$ cat src/rtl/hc4e_prog_loader.sv
// HC4e program memory (256x8, combinational read at pc) with a serial UART loader.
// Define HC4E_LOADER_ECHO_EN to build the ACK/NAK status transmitter on uart_tx.
module hc4e_prog_loader #(
   parameter int unsigned CLK_HZ    = 20_000_000,
   parameter int unsigned BAUD      = 115200,
   parameter logic [7:0]  SYNC_BYTE = 8'hA5
) (
   input  logic       clock,
   input  logic       nReset,
   input  logic       uart_rx,
   input  logic [7:0] pc,
   output logic [7:0] instruction,
   output logic       cpu_nReset,
   output logic       loading,
   output logic       load_error,
   output logic       uart_tx
);

   localparam int unsigned CLKS_PER_BIT = CLK_HZ / BAUD;
   localparam logic [15:0] BitLast      = 16'(CLKS_PER_BIT - 1);
   localparam logic [15:0] HalfLast     = 16'(CLKS_PER_BIT / 2 - 1);

   typedef enum logic [1:0] {RxIdle, RxStart, RxData, RxStop} rx_state_e;
   typedef enum logic [2:0] {LdIdle, LdLen, LdData, LdCsum, LdErr} ld_state_e;

   // ---------------------------------------------------------------- receiver
   logic        r_rx_meta, r_rx_sync, r_rx_prev;
   rx_state_e   r_rx_state, w_rx_state_next;
   logic [15:0] r_rx_cnt, w_rx_cnt_next;
   logic [2:0]  r_rx_bit, w_rx_bit_next;
   logic [7:0]  r_rx_shift, w_rx_shift_next;
   logic        r_rx_valid, w_rx_valid_next;
   logic        r_rx_ferr, w_rx_ferr_next;

   always_ff @(posedge clock or negedge nReset) begin
      if (!nReset) begin
         r_rx_meta  <= 1'b1;
         r_rx_sync  <= 1'b1;
         r_rx_prev  <= 1'b1;
         r_rx_state <= RxIdle;
         r_rx_cnt   <= '0;
         r_rx_bit   <= '0;
         r_rx_shift <= '0;
         r_rx_valid <= 1'b0;
         r_rx_ferr  <= 1'b0;
      end else begin
         r_rx_meta  <= uart_rx;
         r_rx_sync  <= r_rx_meta;
         r_rx_prev  <= r_rx_sync;
         r_rx_state <= w_rx_state_next;
         r_rx_cnt   <= w_rx_cnt_next;
         r_rx_bit   <= w_rx_bit_next;
         r_rx_shift <= w_rx_shift_next;
         r_rx_valid <= w_rx_valid_next;
         r_rx_ferr  <= w_rx_ferr_next;
      end
   end

   always_comb begin
      w_rx_state_next = r_rx_state;
      w_rx_cnt_next   = r_rx_cnt + 16'd1;
      w_rx_bit_next   = r_rx_bit;
      w_rx_shift_next = r_rx_shift;
      w_rx_valid_next = 1'b0;
      w_rx_ferr_next  = 1'b0;
      case (r_rx_state)
         RxIdle: begin
            w_rx_cnt_next = '0;
            if (r_rx_prev && !r_rx_sync) begin
               w_rx_state_next = RxStart;
            end
         end
         RxStart: begin
            // A start bit that is high again at mid-bit was only a glitch.
            if (r_rx_cnt == HalfLast) begin
               w_rx_cnt_next   = '0;
               w_rx_bit_next   = '0;
               w_rx_state_next = r_rx_sync ? RxIdle : RxData;
            end
         end
         RxData: begin
            if (r_rx_cnt == BitLast) begin
               w_rx_cnt_next   = '0;
               w_rx_shift_next = {r_rx_sync, r_rx_shift[7:1]};
               if (r_rx_bit == 3'd7) begin
                  w_rx_state_next = RxStop;
               end else begin
                  w_rx_bit_next = r_rx_bit + 3'd1;
               end
            end
         end
         RxStop: begin
            if (r_rx_cnt == BitLast) begin
               w_rx_cnt_next   = '0;
               w_rx_state_next = RxIdle;
               w_rx_valid_next = r_rx_sync;
               w_rx_ferr_next  = !r_rx_sync;
            end
         end
         default: begin
            w_rx_state_next = RxIdle;
         end
      endcase
   end

   // ------------------------------------------------------------------ loader
   ld_state_e  r_ld_state, w_ld_state_next;
   logic [7:0] r_addr, w_addr_next;
   logic [7:0] r_sum, w_sum_next;
   logic [8:0] r_remain, w_remain_next;
   logic       r_loading, w_loading_next;
   logic       r_load_error, w_load_error_next;
   logic       r_cpu_nreset, w_cpu_nreset_next;
   logic       w_mem_we;
   logic       w_go_len, w_go_err;
   logic       w_sync_hit;

   assign w_sync_hit = r_rx_valid && (r_rx_shift == SYNC_BYTE);

   always_ff @(posedge clock or negedge nReset) begin
      if (!nReset) begin
         r_ld_state   <= LdIdle;
         r_addr       <= '0;
         r_sum        <= '0;
         r_remain     <= '0;
         r_loading    <= 1'b0;
         r_load_error <= 1'b0;
         r_cpu_nreset <= 1'b0;
      end else begin
         r_ld_state   <= w_ld_state_next;
         r_addr       <= w_addr_next;
         r_sum        <= w_sum_next;
         r_remain     <= w_remain_next;
         r_loading    <= w_loading_next;
         r_load_error <= w_load_error_next;
         r_cpu_nreset <= w_cpu_nreset_next;
      end
   end

   always_comb begin
      w_ld_state_next   = r_ld_state;
      w_addr_next       = r_addr;
      w_sum_next        = r_sum;
      w_remain_next     = r_remain;
      w_loading_next    = r_loading;
      w_load_error_next = r_load_error;
      w_cpu_nreset_next = r_cpu_nreset;
      w_mem_we          = 1'b0;
      w_go_len          = 1'b0;
      w_go_err          = 1'b0;
      case (r_ld_state)
         LdIdle: begin
            w_cpu_nreset_next = 1'b1;
            w_go_len          = w_sync_hit;
         end
         LdLen: begin
            if (r_rx_ferr) begin
               w_go_err = 1'b1;
            end else if (r_rx_valid) begin
               // A length byte of zero stands for a full 256-byte image.
               w_remain_next   = (r_rx_shift == 8'd0) ? 9'd256 : {1'b0, r_rx_shift};
               w_addr_next     = '0;
               w_sum_next      = '0;
               w_ld_state_next = LdData;
            end
         end
         LdData: begin
            if (r_rx_ferr) begin
               w_go_err = 1'b1;
            end else if (r_rx_valid) begin
               w_mem_we      = 1'b1;
               w_addr_next   = r_addr + 8'd1;
               w_sum_next    = r_sum + r_rx_shift;
               w_remain_next = r_remain - 9'd1;
               if (r_remain == 9'd1) begin
                  w_ld_state_next = LdCsum;
               end
            end
         end
         LdCsum: begin
            if (r_rx_ferr) begin
               w_go_err = 1'b1;
            end else if (r_rx_valid) begin
               if (r_rx_shift == r_sum) begin
                  w_ld_state_next   = LdIdle;
                  w_loading_next    = 1'b0;
                  w_cpu_nreset_next = 1'b1;
               end else begin
                  w_go_err = 1'b1;
               end
            end
         end
         LdErr: begin
            w_go_len = w_sync_hit;
         end
         default: begin
            w_ld_state_next = LdIdle;
         end
      endcase

      if (w_go_len) begin
         w_ld_state_next   = LdLen;
         w_loading_next    = 1'b1;
         w_cpu_nreset_next = 1'b0;
         w_load_error_next = 1'b0;
      end
      if (w_go_err) begin
         w_ld_state_next   = LdErr;
         w_loading_next    = 1'b0;
         w_cpu_nreset_next = 1'b0;
         w_load_error_next = 1'b1;
      end
   end

   // Not cleared by nReset so a core reset keeps the loaded program.
   logic [7:0] r_mem [256];

   always_ff @(posedge clock) begin
      if (w_mem_we) begin
         r_mem[r_addr] <= r_rx_shift;
      end
   end

   assign instruction = r_mem[pc];
   assign cpu_nReset  = r_cpu_nreset;
   assign loading     = r_loading;
   assign load_error  = r_load_error;

   // ------------------------------------------------------------ status echo
`ifdef HC4E_LOADER_ECHO_EN
   logic        r_status_req;
   logic [7:0]  r_status_byte;
   logic        r_tx_busy;
   logic        r_tx_line;
   logic [8:0]  r_tx_shift;
   logic [15:0] r_tx_cnt;
   logic [3:0]  r_tx_bitcnt;

   always_ff @(posedge clock or negedge nReset) begin
      if (!nReset) begin
         r_status_req  <= 1'b0;
         r_status_byte <= '0;
      end else begin
         r_status_req <= 1'b0;
         if (r_ld_state == LdCsum && w_ld_state_next == LdIdle) begin
            r_status_req  <= 1'b1;
            r_status_byte <= 8'h06;
         end else if (r_ld_state != LdErr && w_ld_state_next == LdErr) begin
            r_status_req  <= 1'b1;
            r_status_byte <= 8'h15;
         end
      end
   end

   // Bit periods: start (0), data LSB first (1..8), stop (9). Busy drops new requests.
   always_ff @(posedge clock or negedge nReset) begin
      if (!nReset) begin
         r_tx_busy   <= 1'b0;
         r_tx_line   <= 1'b1;
         r_tx_shift  <= '1;
         r_tx_cnt    <= '0;
         r_tx_bitcnt <= '0;
      end else if (!r_tx_busy) begin
         if (r_status_req) begin
            r_tx_busy   <= 1'b1;
            r_tx_line   <= 1'b0;
            r_tx_shift  <= {1'b1, r_status_byte};
            r_tx_cnt    <= '0;
            r_tx_bitcnt <= '0;
         end
      end else if (r_tx_cnt == BitLast) begin
         r_tx_cnt <= '0;
         if (r_tx_bitcnt == 4'd9) begin
            r_tx_busy <= 1'b0;
            r_tx_line <= 1'b1;
         end else begin
            r_tx_line   <= r_tx_shift[0];
            r_tx_shift  <= {1'b1, r_tx_shift[8:1]};
            r_tx_bitcnt <= r_tx_bitcnt + 4'd1;
         end
      end else begin
         r_tx_cnt <= r_tx_cnt + 16'd1;
      end
   end

   assign uart_tx = r_tx_line;
`else
   assign uart_tx = 1'b1;
`endif

endmodule

$ cat config.mk
export PLATFORM = sky130hd
export DESIGN_NAME = hc4e_prog_loader
export DESIGN_NICKNAME = d
export VERILOG_FILES = /design/src/rtl/hc4e_prog_loader.sv
export SDC_FILE = /design/constraint.sdc
export NUM_CORES = 2
export LEC_CHECK = 0
export BUFFER_PORTS_ARGS = -buffer_cell sky130_fd_sc_hd__buf_2
export CORE_ASPECT_RATIO = 1.5
export CORE_MARGIN = 5
export CORE_UTILIZATION = 50
export CTS_CLUSTER_SIZE = 8
export DETAILED_ROUTE_END_ITERATION = 10
export PLACE_DENSITY = 0.65
export SYNTH_ARGS = -nofsm -noshare
export SYNTH_HDL_FRONTEND = slang
export SYNTH_SLANG_ARGS = --single-unit
$ cat constraint.sdc
create_clock -name clock -period 14.6 [get_ports clock]
set_input_delay 0.73 -clock clock [delete_from_list [all_inputs] [get_ports clock]]
set_output_delay 0.73 -clock clock [all_outputs]
set_load 0.02 [all_outputs]
==> flow_summary.toml <==
[drt]
drt_iter0_markers = 4001
drc = 0
antenna_left = 0
wl_um = 195000
wl_per_cell_um = 31.4
vias = 39266
drtPass1Iterations = 7
vias_per_cell = 6.31

[logic_synthesis]
synth_edf_count = 2048
mappedNetlistArea_um2 = 82400
synth_fp_nets = 3904
async_flop_share_pct = 3.08
synth_area_per_cell_um2 = 21.3
synth_flop_cell = "edfxtp_1"
synth_cell_types = 59
postSynthCellCount = 3874
synth_seq_cells = 2113
yosysSeqAreaShare_pct = 76.6
synth_warnings = 0

[setup_path]
cp.arrival_ps = 6110
cp_max_fo = 90
endpoint_kind = "primary output"
crit_path_start_kind = "input pin"
crit_required_ps = 13870
path_class = "input pin to primary output"

[place]
io_buffers = 21
dpl_cell_area_um2 = 84700
place_ws_ps = 7580
routabilityCongestion = 0.830
dp_hpwl_um = 118000

[die]
rows = 182
core-area_um2 = 164000
ioPinCount = 23
dieArea_um2 = 173000
die_w_um = 341
initial_core_util_pct = 50.3
die_h_um = 507

[timing]
fmax_mhz = 146
finalSetupViolations = 0
finalCriticalPeriod_ps = 6840
worstMarginPinSlew_ps = 1200
finClkSkew_ps = 44.5
setup_ws_ps = 7760
hold_viol = 0
slew_headroom_pct = 19.7
finalSetupTns_ps = 0
rsz0062_at_grt = "false"
report.final.slew_viol_count = 0
period_share_pct = 46.9

[status]
outcome = "complete, no violations"

[cts]
cts_root_buf = "clkbuf_16"
postCtsSetupBuffers = 0
path_clk_slew_ps = 50
clockBufferDepth = 4
hold_buffers = 1
cts_inserted_buffers = 314
clk_latency_ps = 900
htree_levels = 5
tritoncts = "built"
cts_resized = 0
cts.sinks = 2113

[global_routing]
grt_max_degree = 136
grt_pass1_vias = 41509
grt_usage_pct = 22.7
overflow = 0
antenna_found_initial = 8
grt_pass1_wl_um = 285000

[run]
drv_cap = 0

[final_layout]
drive_gt1_share_pct = 24.5
n_fill_cell = 12031
mostFrequentLayoutCells = "2048 x edfxtp_1, 540 x mux4_2, 319 x clkbuf_16"
final_common_cell = "edfxtp_1"
utilization_pct = 56.7
final_nets = 4087
area_growth_pct = 12.8
fin_area_um2 = 92900

[power]
power_density_nw_per_um2 = 141
peakVddDrop_mv = 0.0898
p_leak_nw = 23.9

[hold_path]
hold_class = "input pin to asynchronous set/reset pin"
## registers in the layout, summed over array words and instances, names as in the netlist, 3 cells and up, named ones only
register / cells
r_mem: 2048
r_ld_state: 3
r_remain: 9
r_addr: 8
r_rx_shift: 8
r_rx_bit: 3
r_rx_cnt: 16
r_sum: 8
## routing by layer
| metal | vias up | track usage (%) | part of all wire, % |
|---|---|---|---|
| li1 | 16391 | - | - |
| met3 | 359 | 4.05 | 6.4 |
| met4 | 4 | 9.38 | 4.3 |
| met5 | - | 0 | 0.013 |
| met1 | 20978 | 28.1 | 36 |
| met2 | 1534 | 39.7 | 53 |
## final timing paths
| path | start | end | slack, ps | cells past startpoint |
|---|---|---|---|---|
| min | nReset | r_rx_state[0] | 20 | 2 |
| max | pc[0] | instruction[6] | 7760 | 10 |
| min in group clock | r_rx_meta | r_rx_sync | 350 | 0 |
| max in group asynchronous | nReset | r_rx_shift[3] | 13900 | 2 |
| min reg2reg | r_rx_meta | r_rx_sync | 350 | 0 |
| max reg2reg | r_ld_state[0] | r_mem[239][2] | 10510 | 5 |
## area by class of cell
| class | instances | area (um2) | area share, % |
|---|---|---|---|
| Clock inverter | 12 | 96.3 | 0.104 |
| Antenna cell | 2 | 5.00 | 0.00539 |
| Inverter | 11 | 41.3 | 0.0444 |
| Tap cell | 2116 | 2650 | 2.85 |
| Sequential cell | 2113 | 63200 | 68.0 |
| Clock buffer | 350 | 8100 | 8.72 |
| Timing Repair Buffer | 97 | 757 | 0.815 |
| Multi-Input combinational cell | 1520 | 18100 | 19.5 |
## cell families after synthesis
family                     count (synthesis)  share of synthesized area [%]
buffers and inverters                    241                           1.47
and+or+nand+nor                          536                           2.84
DFF                                     2113                           76.6
other                                      1                        0.00455
adders and majority gates                 19                          0.298
AOI/OAI and AO/OA                        285                           2.33
muxes                                    658                           16.2
xor gates and xnor gates                  21                          0.223
## per-stage QoR
stage / hold WS (ps) / power, mW / cells
floorplan: 345 / 6.92 / 3874
global placement: 347 / 7.01 / 5856
detailed placement: 347 / 7.01 / 5856
CTS: 16.4 / 13.2 / 6219
global route: 105 / 13.5 / 6220
finish: 18.1 / 13.1 / 6221
## where the power goes
group	total (mW)	switching, mW	internal, mW
combinational	0.311	0.198	0.113
sequential	6.59	0.0115	6.57
clock	6.18	2.34	3.84
## synthesized netlist by cell type, drive strengths merged (2+ instances only)
library cell | n | area share, %
nor4 | 6 | 0.046
nor2 | 312 | 1.4
or3 | 6 | 0.046
or4b | 3 | 0.036
nor2b | 17 | 0.13
a22oi | 85 | 0.77
nor3b | 2 | 0.018
mux2i | 108 | 1.3
nand4b | 2 | 0.021
nand3 | 35 | 0.21
nand3b | 3 | 0.027
o22a | 2 | 0.021
o2bb2ai | 3 | 0.032
a21oi | 52 | 0.32
and2 | 5 | 0.038
inv | 11 | 0.050
clkbuf | 116 | 0.53
nor3 | 28 | 0.17
o211ai | 6 | 0.055
o221ai | 18 | 0.19
a22o | 6 | 0.064
a21o | 4 | 0.036
o31ai | 2 | 0.018
nand2b | 10 | 0.076
and3 | 6 | 0.046
mux4 | 540 | 15
a311oi | 7 | 0.074
o21bai | 2 | 0.018
xor2 | 10 | 0.11
a211oi | 17 | 0.15
dfrtp | 62 | 1.9
xnor2 | 11 | 0.12
buf | 114 | 0.89
nand4 | 21 | 0.16
dfstp | 3 | 0.096
ha | 18 | 0.27
mux2 | 10 | 0.14
a31oi | 13 | 0.099
o21ai | 36 | 0.22
nand2 | 73 | 0.33
or2 | 3 | 0.023
o22ai | 27 | 0.21
edfxtp | 2048 | 75
or4 | 2 | 0.018
## critical path, cell delays in order
cell	delay, ps
buf_8	420
buf_12	570
buf_4	890
buf_4	860
mux4_2	600
mux4_2	480
mux4_2	480
nor2_1	300
a311oi_1	180
buf_2	240
Note: power is estimated with default switching activity, not from simulation.
